===== src/rtl/l2_arb_pkg.sv =====
// Shared definitions for the L2 line-port arbiters.
//   StIdle / StBusy : arbiter FSM state encodings
//   ptr_width()     : width of a port index for a given port count (at least 1)
//   line_addr()     : line-granular address (byte address with the line offset removed)
package l2_arb_pkg;

    typedef logic [0:0] arb_state_t;

    localparam arb_state_t StIdle = 1'b0;
    localparam arb_state_t StBusy = 1'b1;

    function automatic int unsigned ptr_width(input int unsigned num_ports);
        return (num_ports > 1) ? $clog2(num_ports) : 1;
    endfunction

    function automatic logic [31:0] line_addr(input logic [31:0] addr,
                                              input int unsigned s_offset);
        return addr >> s_offset;
    endfunction

endpackage


===== src/rtl/l2_rr_arbiter_rr_picker.sv =====
// Combinational rotating-priority picker.
//   active     : per-port request vector
//   last_grant : most recently served port; search starts one above it and wraps
//   winner     : first active port in rotating order (0 when none active)
//   any_valid  : at least one port active
module rr_picker #(
    parameter int unsigned NUM_PORTS = 2,
    parameter int unsigned PTR_W     = 1
) (
    input  logic [NUM_PORTS-1:0] active,
    input  logic [PTR_W-1:0]     last_grant,
    output logic [PTR_W-1:0]     winner,
    output logic                 any_valid
);

    always_comb begin
        int idx;
        logic [PTR_W-1:0] idx_p;
        idx       = 0;
        idx_p     = '0;
        winner    = '0;
        any_valid = |active;
        // Walk from the farthest candidate back to the nearest so the nearest
        // active port (the highest rotating priority) is the last to write winner.
        for (int i = NUM_PORTS; i >= 1; i--) begin
            idx   = (int'(last_grant) + i) % int'(NUM_PORTS);
            idx_p = idx[PTR_W-1:0];
            if (active[idx_p]) begin
                winner = idx_p;
            end
        end
    end

endmodule


===== src/rtl/l2_rr_arbiter.sv =====
// Round-robin arbiter between line-granular masters (L1 caches, prefetcher, DMA)
// and the shared L2 line port, with same-line read coalescing.
//   clk, rst_n               : clock, asynchronous active-low reset
//   req_read/req_write       : per-port level requests, held until req_resp
//   req_address/req_wdata    : per-port byte address and write line
//   req_resp                 : per-port one-cycle completion
//   req_rdata                : read line broadcast to all ports
//   l2_read/l2_write         : downstream level request from the granted port
//   l2_address/l2_wdata      : downstream address and write line
//   l2_resp/l2_rdata         : downstream one-cycle completion and read line
module l2_rr_arbiter
    import l2_arb_pkg::*;
#(
    parameter int unsigned NUM_PORTS = 2,
    parameter int unsigned S_OFFSET  = 5,
    parameter int unsigned S_LINE    = 256
) (
    input  logic                              clk,
    input  logic                              rst_n,
    input  logic [NUM_PORTS-1:0]              req_read,
    input  logic [NUM_PORTS-1:0]              req_write,
    input  logic [NUM_PORTS-1:0][31:0]        req_address,
    input  logic [NUM_PORTS-1:0][S_LINE-1:0]  req_wdata,
    output logic [NUM_PORTS-1:0]              req_resp,
    output logic [S_LINE-1:0]                 req_rdata,
    output logic                              l2_read,
    output logic                              l2_write,
    output logic [31:0]                       l2_address,
    output logic [S_LINE-1:0]                 l2_wdata,
    input  logic                              l2_resp,
    input  logic [S_LINE-1:0]                 l2_rdata
);

    localparam int unsigned PtrW = ptr_width(NUM_PORTS);

    arb_state_t             state_q, state_d;
    logic [PtrW-1:0]        grant_q, grant_d;
    logic [PtrW-1:0]        last_q, last_d;

    logic [NUM_PORTS-1:0]   active;
    logic [PtrW-1:0]        winner;
    logic                   any_valid;
    logic                   busy;
    logic                   gnt_read;
    logic                   gnt_write;
    logic [31:0]            gnt_line;

    // A port asserting both read and write is served as a write.
    assign active = req_read | req_write;

    rr_picker #(
        .NUM_PORTS (NUM_PORTS),
        .PTR_W     (PtrW)
    ) u_picker (
        .active     (active),
        .last_grant (last_q),
        .winner     (winner),
        .any_valid  (any_valid)
    );

    always_comb begin
        state_d = state_q;
        grant_d = grant_q;
        last_d  = last_q;
        unique case (state_q)
            StIdle: begin
                if (any_valid) begin
                    grant_d = winner;
                    state_d = StBusy;
                end
            end
            StBusy: begin
                // Always return to idle: one dead cycle lets requesters deassert.
                if (l2_resp) begin
                    last_d  = grant_q;
                    state_d = StIdle;
                end
            end
            default: state_d = StIdle;
        endcase
    end

    always_ff @(posedge clk or negedge rst_n) begin
        if (!rst_n) begin
            state_q <= StIdle;
            grant_q <= '0;
            last_q  <= PtrW'(NUM_PORTS - 1);
        end else begin
            state_q <= state_d;
            grant_q <= grant_d;
            last_q  <= last_d;
        end
    end

    assign busy = (state_q == StBusy);

    // Live view of the granted port: if it drops its request the L2 strobes fall
    // while the grant itself is kept.
    assign gnt_write = busy & req_write[grant_q];
    assign gnt_read  = busy & req_read[grant_q] & ~req_write[grant_q];
    assign gnt_line  = line_addr(req_address[grant_q], S_OFFSET);

    assign l2_read    = gnt_read;
    assign l2_write   = gnt_write;
    assign l2_address = busy ? req_address[grant_q] : '0;
    assign l2_wdata   = busy ? req_wdata[grant_q] : '0;
    assign req_rdata  = busy ? l2_rdata : '0;

    always_comb begin
        req_resp = '0;
        if (busy && l2_resp) begin
            req_resp[grant_q] = 1'b1;
            // A completed read also satisfies any pure read of the same line.
            if (gnt_read) begin
                for (int j = 0; j < int'(NUM_PORTS); j++) begin
                    if (int'(grant_q) != j && req_read[j] && !req_write[j] &&
                        line_addr(req_address[j], S_OFFSET) == gnt_line) begin
                        req_resp[j] = 1'b1;
                    end
                end
            end
        end
    end

endmodule


===== config.mk =====
export PLATFORM = sky130hd
export DESIGN_NAME = l2_rr_arbiter
export DESIGN_NICKNAME = d
export VERILOG_FILES = /design/src/rtl/l2_arb_pkg.sv /design/src/rtl/l2_rr_arbiter_rr_picker.sv /design/src/rtl/l2_rr_arbiter.sv
export SDC_FILE = /design/constraint.sdc
export NUM_CORES = 1
export LEC_CHECK = 0
export ABC_CLOCK_PERIOD_IN_PS = 1350
export CAP_MARGIN = 40
export CORE_AREA = 2 2 534 536
export DETAILED_ROUTE_END_ITERATION = 8
export DIE_AREA = 0 0 536 538
export PLACE_DENSITY = 0.32
export SYNTH_ARGS = -nofsm -noshare
export SYNTH_HDL_FRONTEND = slang
export SYNTH_SLANG_ARGS = --single-unit

===== constraint.sdc =====
create_clock -name clk -period 1.35 [get_ports clk]
set_input_delay 0.135 -clock clk [delete_from_list [all_inputs] [get_ports clk]]
set_output_delay 0.135 -clock clk [all_outputs]
set_load 0.02 [all_outputs]

==> results.json <==
{
  "status": "finished, violations left",
  "violations": "negative setup slack",
  "cts-buffers-inserted": 3,
  "place_congestion": 0.984,
  "synth_top_area_share_pct": 40.2,
  "synth-async-reset-ratio_pct": 100,
  "grt_max_degree": 59,
  "critical_path_class": "flip-flop to primary output",
  "max_freq_ghz": 0.404,
  "crit_cells": 7,
  "ys_top_cells_by_area": "mux2i_1, nor2b_1, and2_1, clkbuf_1, buf_2",
  "critPathMaxFanout": 4,
  "wl_per_cell_um": 33.0,
  "drive_gt1_share_pct": 47.6,
  "final_core_util_pct": 12.1,
  "clock-sinks": 3,
  "slew_headroom_pct": 71.4,
  "ys_warn_count": 0,
  "die_x_um": 536,
  "slowest_delay_ps": 540,
  "cp_cell_sequence": "buf_4 -> buf_16 -> buf_12 -> mux2i_2 -> buf_4 -> nor2b_4 -> clkdlybuf4s50_1",
  "finalSetupViolations": 551,
  "final_nets": 3413,
  "drt_iter0_drc": 587,
  "drc_errors": 0,
  "arrival_ps": 2340,
  "synthFlopType": "dfrtp_1",
  "hp-class": "primary input to async pin",
  "fp.dieH_um": 538,
  "firstDrtPassIters": 4,
  "reg2reg_depth": 6,
  "setup_slack_ps": -1120,
  "gr-total-overflow": 0,
  "post-route-period-util_pct": 183,
  "synth_top_cell_by_area": "mux2i_1",
  "core_area_um2": 283000,
  "required_ps": 1220,
  "grt_setup_unrepaired": "yes",
  "power_leakage_nw": 13.6,
  "cellPowerDensity_nw_per_um2": 820,
  "wirelength_um": 212000,
  "crit_top_cell": "buf_4",
  "tns_ps": -368890,
  "tightest_slew_ps": 420,
  "ioPinCount": 1387,
  "initial_utilization_pct": 2.54,
  "die_area_um2": 288000,
  "syn_inst": 991,
  "critPathTopFamily": "buffers and inverters",
  "io_buffers": 1386,
  "clock_path_buffers": 2,
  "grt_pass1_wl_um": 243000,
  "slew_viol_final": 0,
  "viasPerCell": 2.34,
  "hold_ws_ps": 106,
  "max-vdd-ir-drop_mv": 0.392,
  "cp-start-kind": "flip-flop",
  "synth_edf_count": 0,
  "fin_worst_skew_ps": 1.96,
  "hold_violations": 0,
  "dp_hpwl_um": 200000,
  "htreeDepth": 1,
  "synth_area_um2": 7190,
  "ant_nets": 0,
  "antenna_found_initial": 236,
  "synth_cell_types": 30,
  "synth-seq-cells": 3,
  "ctsRootBufferMaster": "clkbuf_16",
  "synth.net_count": 1830,
  "fp-row-count": 196,
  "cts.clk_slew.worst_paths_ps": 30,
  "num_vias": 15007,
  "path_buf_inv": 5,
  "grt_pass1_vias": 15527,
  "worstSetupEndpointType": "primary output",
  "cts_tree": "done",
  "synth_seq_area_share_pct": 1.06,
  "drv_cap": 0,
  "syn2layout_area_growth_pct": 376,
  "track_usage_pct": 14.0,
  "cp_slowest_cell": "clkdlybuf4s50_1",
  "period_minus_slack_ps": 2470,
  "clock_latency_ps": 230,
  "avgSynthCellArea_um2": 7.26
}
kinds of logic (layout without fill, tap and decap cells):
kind of cell	Yosys count	after routing	synth area share (%)
other cells	0	86	0
flops	3	3	1.06
compound gates	11	11	1.29
mux	289	289	40.2
simple gates	566	566	49.1
buf+inv	101	1683	5.81
xor+xnor	21	21	2.56
layout make-up:
class / instances / area, um^2
Multi-Input combinational cell: 887 / 9110
Antenna cell: 86 / 215
Sequential cell: 3 / 83.8
Timing Repair Buffer: 1672 / 20000
Clock buffer: 4 / 78.8
Inverter: 7 / 26.3
Fill cell: 32423 / 249000
Tap cell: 3762 / 4710
synthesized netlist by cell type, types with 2 or more instances:
cell	n
dfrtp_1	2
mux2i_1	289
and2_1	256
xor2_1	13
nor4_1	4
xnor2_1	8
inv_1	7
and3_1	2
nand2_1	4
clkbuf_1	63
nor2_1	4
buf_2	31
o22ai_1	2
nand4_1	2
nor2b_1	289
registers in the layout, summed over array words and instances (netlist names):
| name | flops |
|---|---|
| grant_q | 1 |
| last_q | 1 |
| busy | 1 |
final timing paths:
| path | endpoint | slack (ps) | from |
|---|---|---|---|
| hold reg to reg | last_q | 470 | last_q |
| min in group clk | last_q | 470 | last_q |
| setup reg to reg | last_q | -80 | grant_q |
| max in group asynchronous | last_q | 1020 | rst_n |
| setup / recovery | l2_address[12] | -1120 | grant_q |
| hold / removal | grant_q | 110 | rst_n |
layer usage:
| metal | vias up | global-route usage, % | part of all wire, % |
|---|---|---|---|
| met2 | 1141 | 22.4 | 44 |
| li1 | 6525 | - | - |
| met5 | - | 0 | 0.43 |
| met4 | 140 | 3.23 | 3.4 |
| met3 | 415 | 7.66 | 13 |
| met1 | 6786 | 16.1 | 39 |
cell usage in the layout (no fill, tap or decap), types with 4 or more instances in the layout:
master / instances
mux2i_4: 49
xor2_4: 5
clkdlybuf4s50_1: 853
nand2_1: 4
dlygate4sd2_1: 13
buf_16: 19
xor2_1: 5
and2_2: 6
buf_8: 11
buf_4: 308
mux2i_2: 74
nor2b_2: 175
clkbuf_16: 6
buf_12: 335
clkbuf_2: 8
xnor2_1: 6
buf_6: 85
and2_1: 249
inv_1: 7
diode_2: 86
nor2_1: 4
buf_2: 6
nor2b_4: 111
mux2i_1: 166
bufbuf_16: 8
dlymetal6s2s_1: 21
repair_timing:
item | 4_1_cts | 5_1_grt
hold buffers | 0 | 0
gates resized for setup | 827 | 117
pin swaps | 8 | 11
buffers inserted | 32 | 14
setup endpoints to repair | 550 | 551
cloned | 17 | 3
where the power goes:
part           internal (mW)  switching [mW]
clock network          0.391          0.0914
logic                   14.6            12.8
registers              0.121          0.0171
total                   15.1            12.9
stage by stage:
stage	cell area, um^2	worst slack (ps)	std cells	power [mW]
detailed placement	31300	-2370	6277	24.2
global placement	31300	-2820	6276	24.2
finish	34200	-1120	6421	28.1
CTS	33500	-1330	6324	28.2
global route	34100	-1290	6372	29.4
floorplan	8290	-446	991	8.16
No activity file was read; power rests on OpenSTA's default activity.
